--- config.mk ---
export PLATFORM = sky130hd
export DESIGN_NAME = disp_vram_rdslave
export DESIGN_NICKNAME = d
export VERILOG_FILES = /design/src/rtl/disp_axi_pkg.sv /design/src/rtl/disp_skidbuf.sv /design/src/rtl/disp_vram_rdslave.sv
export SDC_FILE = /design/constraint.sdc
export NUM_CORES = 1
export LEC_CHECK = 0
export ABC_AREA = 1
export BUFFER_PORTS_ARGS = -buffer_cell sky130_fd_sc_hd__clkbuf_2
export CORE_UTILIZATION = 45
export DETAILED_ROUTE_END_ITERATION = 10
export PLACE_DENSITY = 0.71
export SYNTH_ARGS = -nofsm -noshare
export SYNTH_HDL_FRONTEND = slang
export SYNTH_HIERARCHICAL = 1
export SYNTH_SLANG_ARGS = --single-unit
--- constraint.sdc ---
create_clock -name ACLK -period 3.55 [get_ports ACLK]
set_input_delay 0.1775 -clock ACLK [delete_from_list [all_inputs] [get_ports ACLK]]
set_output_delay 0.1775 -clock ACLK [all_outputs]
set_load 0.1 [all_outputs]
--- src/rtl/disp_axi_pkg.sv ---
// disp_axi_pkg: shared state encodings, burst constants and log2 helper for the display VRAM slave
package disp_axi_pkg;
  typedef enum logic [1:0] {
    S_IDLE  = 2'b01,
    S_BURST = 2'b10
  } state_t;
  localparam int BURST_BYTES = 256;
  function automatic int log2(input int v);
    int r;
    r = 0;
    while ((1 << r) < v) r++;
    return r;
  endfunction
endpackage

--- src/rtl/disp_skidbuf.sv ---
// disp_skidbuf: 2-entry registered output stage (output register plus skid) with occupancy report
module disp_skidbuf #(
  parameter int W = 33
) (
  input  logic         clk,
  input  logic         rst,
  input  logic         in_valid,
  input  logic [W-1:0] in_data,
  output logic         out_valid,
  output logic [W-1:0] out_data,
  input  logic         out_ready,
  output logic [1:0]   occ
);
  logic         sv;
  logic [W-1:0] sd;
  logic         free;
  assign free = !out_valid | out_ready;
  // entries still held after this edge, so a draining output register does not block issue
  assign occ = 2'(sv) + 2'(out_valid & !out_ready);
  always_ff @(posedge clk) begin
    if (rst) begin
      out_valid <= 1'b0;
      out_data  <= '0;
      sv        <= 1'b0;
      sd        <= '0;
    end else if (free) begin
      out_valid <= sv | in_valid;
      if (sv) out_data <= sd;
      else if (in_valid) out_data <= in_data;
      sv <= sv & in_valid;
      if (in_valid) sd <= in_data;
    end else if (in_valid) begin
      sv <= 1'b1;
      sd <= in_data;
    end
  end
endmodule

--- src/rtl/disp_vram_rdslave.sv ---
// disp_vram_rdslave: fixed-length AXI4-style read burst responder fronting a synchronous-read SRAM
module disp_vram_rdslave
  import disp_axi_pkg::*;
#(
  parameter int DATA_W    = 32,
  parameter int BURST_LEN = 64,
  parameter int MEM_AW    = 16
) (
  input  logic              ACLK,
  input  logic              ARST,
  input  logic [31:0]       ARADDR,
  input  logic              ARVALID,
  output logic              ARREADY,
  output logic [DATA_W-1:0] RDATA,
  output logic              RVALID,
  input  logic              RREADY,
  output logic              RLAST,
  output logic              MEM_RDEN,
  output logic [MEM_AW-1:0] MEM_ADDR,
  input  logic [DATA_W-1:0] MEM_RDATA
);
  localparam int OFS = log2(DATA_W / 8);
  localparam int CW  = log2(BURST_LEN) + 1;
  localparam logic [CW-1:0] LAST = CW'(BURST_LEN - 1);
  state_t            state;
  logic              pend_valid, inflight;
  logic [MEM_AW-1:0] pend_addr, addr;
  logic [CW-1:0]     issued, returned;
  logic [1:0]        occ;
  logic [DATA_W:0]   rout;
  logic              hs, start, reload, ret_last, addr_unused;
  assign hs          = ARVALID & ARREADY;
  assign start       = pend_valid & (state == S_IDLE);
  assign reload      = (state == S_BURST) & MEM_RDEN & (issued == LAST) & pend_valid;
  assign ret_last    = returned == LAST;
  assign addr_unused = ^{ARADDR[31:MEM_AW+OFS], ARADDR[OFS-1:0]};
  // an idle slave issues straight from the pending entry so the first read leaves the cycle after AR
  assign MEM_RDEN    = ((state == S_BURST) | pend_valid) & ((occ + 2'(inflight)) < 2'd2);
  assign MEM_ADDR    = (state == S_BURST) ? addr : pend_addr;
  assign {RLAST, RDATA} = rout;
  always_ff @(posedge ACLK) begin
    if (ARST) begin
      state      <= S_IDLE;
      pend_valid <= 1'b0;
      pend_addr  <= '0;
      addr       <= '0;
      issued     <= '0;
      returned   <= '0;
      inflight   <= 1'b0;
      ARREADY    <= 1'b0;
    end else begin
      inflight <= MEM_RDEN;
      if (inflight) returned <= ret_last ? '0 : returned + 1'b1;
      if (start) begin
        state  <= S_BURST;
        addr   <= pend_addr + MEM_AW'(MEM_RDEN);
        issued <= CW'(MEM_RDEN);
      end else if (MEM_RDEN) begin
        if (issued != LAST) begin
          addr   <= addr + 1'b1;
          issued <= issued + 1'b1;
        end else if (pend_valid) begin
          addr   <= pend_addr;
          issued <= '0;
        end else state <= S_IDLE;
      end
      if (hs) begin
        pend_valid <= 1'b1;
        pend_addr  <= ARADDR[MEM_AW+OFS-1:OFS];
        ARREADY    <= 1'b0;
      end else if (start | reload) begin
        pend_valid <= 1'b0;
        ARREADY    <= 1'b1;
      end else ARREADY <= !pend_valid;
    end
  end
  disp_skidbuf #(.W(DATA_W + 1)) u_skid (
    .clk      (ACLK),
    .rst      (ARST),
    .in_valid (inflight),
    .in_data  ({ret_last, MEM_RDATA}),
    .out_valid(RVALID),
    .out_data (rout),
    .out_ready(RREADY),
    .occ      (occ)
  );
endmodule

Word-level counts from Yosys, hierarchy flattened
Index checks and enable logic that the tools add are counted.
{"block": "totals", "reg_bits": 119, "latch_bits": 0, "ram_bits": 0, "mem_bits_ro": 0, "output_inout_bits": 52, "mem_count": 0}
{"block": "classes", "add_sub_neg": 6, "multipliers": 0, "div": 0, "n_lt_le_gt_ge": 1, "n_eq_ne": 7, "shift": 0, "muxes": 21, "bitwise": 12, "n_reduce_logical": 15}
{"op": "two-way mux 16 bit", "count": 5}
{"op": "two-way mux 33 bit", "count": 2}
{"op": "two-way mux 7 bit", "count": 3}
{"op": "adder 16 x 1 -> 16 bit", "count": 1}
{"op": "adder 16 x 1 -> 16 bit, second input constant", "count": 1}
{"op": "adder 7 x 1 -> 7 bit, second input constant", "count": 2}
{"op": "equality test 7 x 6 -> 1 bit, second input constant", "count": 2}
{"op": "nonzero test 2 bit", "count": 5}
{"op": "bitwise AND 1 bit", "count": 8}
{"op": "two-way mux 2 bit", "count": 4}
{"op": "two-way mux 1 bit", "count": 7}
{"op": "!= test 7 x 6 -> 1 bit, second input constant", "count": 1}
{"op": "AND reduction 2 bit", "count": 3}
{"op": "bitwise OR 1 bit", "count": 4}
{"op": "OR reduction 2 bit", "count": 2}
{"op": "zero test 1 bit", "count": 3}
{"op": "AND reduction 3 bit", "count": 1}
{"op": "nonzero test 3 bit", "count": 1}
{"op": "adder 1 x 2 -> 2 bit", "count": 1}
{"op": "adder 2 x 1 -> 2 bit", "count": 1}
{"op": "equality test 2 x 1 -> 1 bit, second input constant", "count": 1}
{"op": "equality test 2 bit, second input constant", "count": 1}
{"op": "< comparator 2 bit, second input constant", "count": 1}
{"op": "!= test 2 x 1 -> 1 bit, second input constant", "count": 1}
{"op": "!= test 2 bit, second input constant", "count": 1}

Longest topological paths before layout
{"block": "logic_depth", "word_depth": 12, "depth_mapped": 21, "mapped_depth_nobuf": 20}

Hierarchy
Netlist, hierarchy kept.
{"module": "disp_vram_rdslave", "n_inst": 1, "cells_each": 519, "area_per_inst_um2": 3210.6}
{"module": "disp_skidbuf", "n_inst": 1, "cells_each": 456, "area_per_inst_um2": 2976.6}

Worst setup path before layout
No wires, ideal clock.
{"block": "synth_timing", "path_type": "register to register", "startpoint": "register u_skid.out_valid", "endpoint": "register addr[10]", "setup_ns": 0.064, "arrival_ns": 3.578, "t_required_ns": 3.486, "setup_slack_ns": -0.092, "stages_incl_launch_ff": 19, "n_path_buf": 0, "path_cell_list": "dfxtp_1 nand2_1 nand2_1 inv_1 nor2_1 nand2_1 nand2_1 nand3_1 inv_1 ha_1 ha_1 nand3_1 nor2_1 nand2_1 o21ai_0 nand3_1 nand2_2 nor2_1 nor2_1"}
{"block": "synth_via", "elab_chain_cells": 7, "word_cells_on_any_way": 9, "cone_classes": "add/sub (3); order compare (1); mux (1); bitwise (2); reduce/logical (2)"}
{"element": "start: declaration", "line": "disp_skidbuf.sv:9", "source": "output logic out_valid,"}
{"element": "start signal: assignment", "line": "disp_skidbuf.sv:27", "source": "out_valid <= sv | in_valid;"}
{"element": "bitwise AND 1 bit (*)", "line": "disp_skidbuf.sv:19", "source": "assign occ = 2'(sv) + 2'(out_valid & !out_ready);"}
{"element": "adder 1 x 2 -> 2 bit (*)", "line": "disp_skidbuf.sv:19"}
{"element": "net occ[0]", "line": "disp_vram_rdslave.sv:29", "source": "logic [1:0] occ;"}
{"element": "adder 2 x 1 -> 2 bit (*)", "line": "disp_vram_rdslave.sv:38", "source": "assign MEM_RDEN = ((state == S_BURST) | pend_valid) & ((occ + 2'(inflight)) < 2'd2);"}
{"element": "< comparator 2 bit (*)", "line": "disp_vram_rdslave.sv:38"}
{"element": "bitwise AND 1 bit (*)", "line": "disp_vram_rdslave.sv:38"}
{"element": "net MEM_RDEN", "line": "disp_vram_rdslave.sv:18", "source": "output logic MEM_RDEN,"}
{"element": "adder 16 x 1 -> 16 bit / nonzero test 2 bit (equally long branches)"}
{"element": "two-way mux 16 bit / AND reduction 2 bit (equally long branches)"}
{"element": "end signal: assignment", "line": "disp_vram_rdslave.sv:56", "source": "addr <= pend_addr + MEM_AW'(MEM_RDEN);"}
{"element": "end signal: assignment", "line": "disp_vram_rdslave.sv:60", "source": "addr <= addr + 1'b1;"}
{"element": "end signal: assignment", "line": "disp_vram_rdslave.sv:63", "source": "addr <= pend_addr;"}
{"element": "end: declaration", "line": "disp_vram_rdslave.sv:27", "source": "logic [MEM_AW-1:0] pend_addr, addr;"}
Mark *: on every way through the listed nets, which the timed path passes. The rest lies on a longest branch.
A chain may end at the register's enable or synchronous reset.

Worst setup path in the final report
{"block": "layout_timing", "startpoint": "register u_skid.sv", "endpoint": "register addr[10]"}
{"block": "layout_via", "elab_chain_cells": 6, "word_cells_on_any_way": 8, "cone_classes": "add/sub (3); order compare (1); mux (1); bitwise (1); reduce/logical (2)"}
{"element": "start: declaration", "line": "disp_skidbuf.sv:14", "source": "logic sv;"}
{"element": "start signal: assignment", "line": "disp_skidbuf.sv:30", "source": "sv <= sv & in_valid;"}
{"element": "adder 1 x 2 -> 2 bit (*)", "line": "disp_skidbuf.sv:19"}
{"element": "net occ[0]", "line": "disp_vram_rdslave.sv:29"}
{"element": "adder 2 x 1 -> 2 bit (*)", "line": "disp_vram_rdslave.sv:38"}
{"element": "< comparator 2 bit (*)", "line": "disp_vram_rdslave.sv:38"}
{"element": "bitwise AND 1 bit (*)", "line": "disp_vram_rdslave.sv:38"}
{"element": "adder 16 x 1 -> 16 bit / nonzero test 2 bit (equally long branches)"}
{"element": "two-way mux 16 bit / AND reduction 2 bit (equally long branches)"}
Marks and branches as above.

==> out/summary.txt <==
Outcome -> completed
Leak pwr -> 3.560 nW
Clk_lat worst skew -> 0.42 ns
CTS tree -> built
Worst-path fanout max -> 18
Hold Vio Cnt, Final -> 0
GP Congestion -> 0.8491
Avg Cell Area, Syn -> 6.346 sq um
# DRC -> 0
Longest Clk Path Bufs -> 2
Max Fclk -> 370.0 MHz
Crit path capture type -> flip-flop
Total iterations of the first detailed-routing run -> 5
WL met2 -> 6875 um
Setup CP Type -> flip-flop to flip-flop
Mapped Area -> 0.006187 sq mm
Diode count -> 0
H-tree lvl count -> 4
DIE AREA -> 0.01422 sq mm
Detailed Route WL -> 15120 um
Biggest area consumer among synthesized cells -> dfxtp_1
Number of routed nets with antenna violations -> 0
Placeable core area -> 0.01335 sq mm
Row cnt -> 42
Largest net degree at the start of global routing -> 53
Post-Place Setup Slack -> 0.8928 ns
Ranking of synthesized cells by area -> dfxtp_1 39%, nand2_1 16%, nor2_1 9.4%, o21ai_0 8.9%, inv_1 6.7%
DR iter-0 viols -> 445
Initial Utilization -> 46.35%
PD cells -> 539.7 mW/mm^2
Highest routed layer -> met4
Synth cell types -> 34
Total Routing Usage GR -> 22.41%
Routed vias/inst -> 4.856
Total CTS buffers -> 17
Final Critical Period -> 2.702 ns
Yosys reg bits -> 119
Grt ovf -> 0
Chip height -> 119.3 um
Setup TNS -> 0 ns
PortBufs -> 103
CTS clock-pin slew for the worst setup and hold paths -> 0.06 ns
IO Count -> 120
Mapped Nets -> 1048
R2R setup slack -> 0.85 ns
Detailed placement HPWL -> 9912 um
Final setup fails -> 0
CTS sink cnt -> 119
Chip width -> 119.3 um
CTS root buffer -> clkbuf_16
Hold buffers post-CTS -> 12
VDD IR max -> 0.0003275 V
Vias -> 6114
WL met1 -> 7286 um
Area share of the largest cell type after synthesis -> 38.50%
DR WL/cell -> 12.01 um
Fin crit share -> 76.12%
Worst-margin pin slew -> 0.9771 ns
Final #Nets -> 1143
MaxCap Viol Count -> 0
Synth Instances -> 975
Slowest stage delay, CP -> 0.39 ns
CP max-delay cell -> dfxtp_1
Post-CTS Resized -> 0
Clk_skew -> 0.009004 ns
Max_slew headroom -> 34.45%
Vias in the first global route -> 5522
Critical Path AT -> 3.06 ns
Post-CTS setup buffers -> 0
Fin. max-slew vios -> 0
RSZ-0062 raised after global routing -> false
Layout cells sized above 1 -> 14.96%
Crit path cell chain -> inv_6 > nand2_1 > inv_1 > nor2_1 > nand2_1 > nand2_1 > nand3_1 > inv_1 > ha_1 > ha_1 > nand3_1 > nor2_1 > nand2_1 > o21ai_0 > nand3_1 > nand2_2 > nor2_1 > nor2_1
HP Class -> input pin to flip-flop
First-pass GRT wire length -> 25650 um
Register area share after synthesis -> 38.50%
Antenna violations before repair -> 0
Critical Path RT -> 3.90 ns
Met3 wire length -> 751 um
CP Launch Type -> flip-flop
Post-route setup slack -> 0.8476 ns
Synth Warn # -> 6
Area Overhead vs Synth -> 20.38%
## per-stage QoR
step	hold slack, ns	util [%]	cells	total power [mW]	instance area, sq um
after CTS	0.002955	55.80	1259	4.043	7448
after global placement	0.4230	50.32	1215	2.239	6716
after detailed placement	0.4255	50.32	1215	2.246	6716
after global routing	0.005224	55.80	1259	4.195	7448
final	0.002406	55.80	1259	4.020	7448
after floorplan	0.2392	-	975	2.108	6188
## layout make-up
type,instances,area [sq um]
clock buffer,19,432.9
clock inverter,13,178.9
fill,1361,5899
inverter,116,446.7
multi-input combinational,693,3089
sequential,119,2385
tap,176,220.2
timing repair buffer,123,695.7
## critical path, delay by kind of cell (launching register included)
| kind | cells | cell delay [ns] |
|---|---|---|
| buffers and inverters | 3 | 0.30 |
| DFF | 1 | 0.39 |
| adders and majority gates | 2 | 0.39 |
| and+or+nand+nor | 12 | 1.35 |
| AOI/OAI and AO/OA | 1 | 0.20 |
## cells by family (layout without fill, tap and decap cells)
| logic type | Yosys count | count (layout) | synth area share [%] |
|---|---|---|---|
| compound gates | 188 | 188 | 15.55 |
| xor+xnor | 8 | 8 | 1.133 |
| fa+ha+maj | 5 | 5 | 1.011 |
| buf+inv | 163 | 271 | 11.57 |
| flops | 119 | 119 | 38.50 |
| simple gates | 492 | 492 | 32.23 |
## Yosys cell counts, drive strengths merged
cell type / n
or2: 1
buf: 24
clkbuf: 23
nor3b: 2
dfxtp: 119
nor2: 156
a21oi: 68
xnor2: 1
o211ai: 5
nand4: 8
ha: 5
nand3b: 1
nor3: 10
clkinv: 1
and3: 1
inv: 115
xor2: 7
nand2: 269
nand3: 44
o21ai: 115
## per-layer routing
| layer | GRT usage [%] | vias up |
|---|---|---|
| met1 | 28.44 | 2664 |
| li1 | - | 3248 |
| met4 | 7.516 | 0 |
| met2 | 37.03 | 186 |
| met5 | 0 | - |
| met3 | 5.412 | 16 |
## report_power, final
part / switching, mW / internal, mW / leakage [nW] / total, mW
clock network: 0.615 / 1.17 / 0.289 / 1.78
logic: 0.554 / 0.175 / 2.30 / 0.728
registers: 0.0788 / 1.43 / 0.972 / 1.51
total: 1.25 / 2.77 / 3.56 / 4.02
## flip-flops by register name, indices dropped and copies added (netlist names)
name / count
inflight: 1
pend_valid: 1
pend_addr: 16
u_skid/out_valid: 1
addr: 16
state: 2
u_skid/out_data: 33
issued: 7
u_skid/sd: 33
u_skid/sv: 1
ARREADY: 1
returned: 7
## worst paths after layout
kind            startpoint             to  depth (start not counted)
max              u_skid/sv       addr[10]                         18
min          MEM_RDATA[10]  u_skid/sd[10]                          3
max reg2reg      u_skid/sv       addr[10]                         18
min reg2reg      issued[6]      issued[6]                          2
## cell usage in the layout (no fill, tap or decap), drive strengths merged, types with 6 or more instances in the layout
cell	instances
a21oi	68
xor2	7
nor2	156
clkbuf	122
inv	115
buf	8
nand4	8
nand2	269
clkinv	6
dlygate4sd3	12
nor3	10
nand3	44
dfxtp	119
o21ai	115
(Power assumes the default switching activity.)
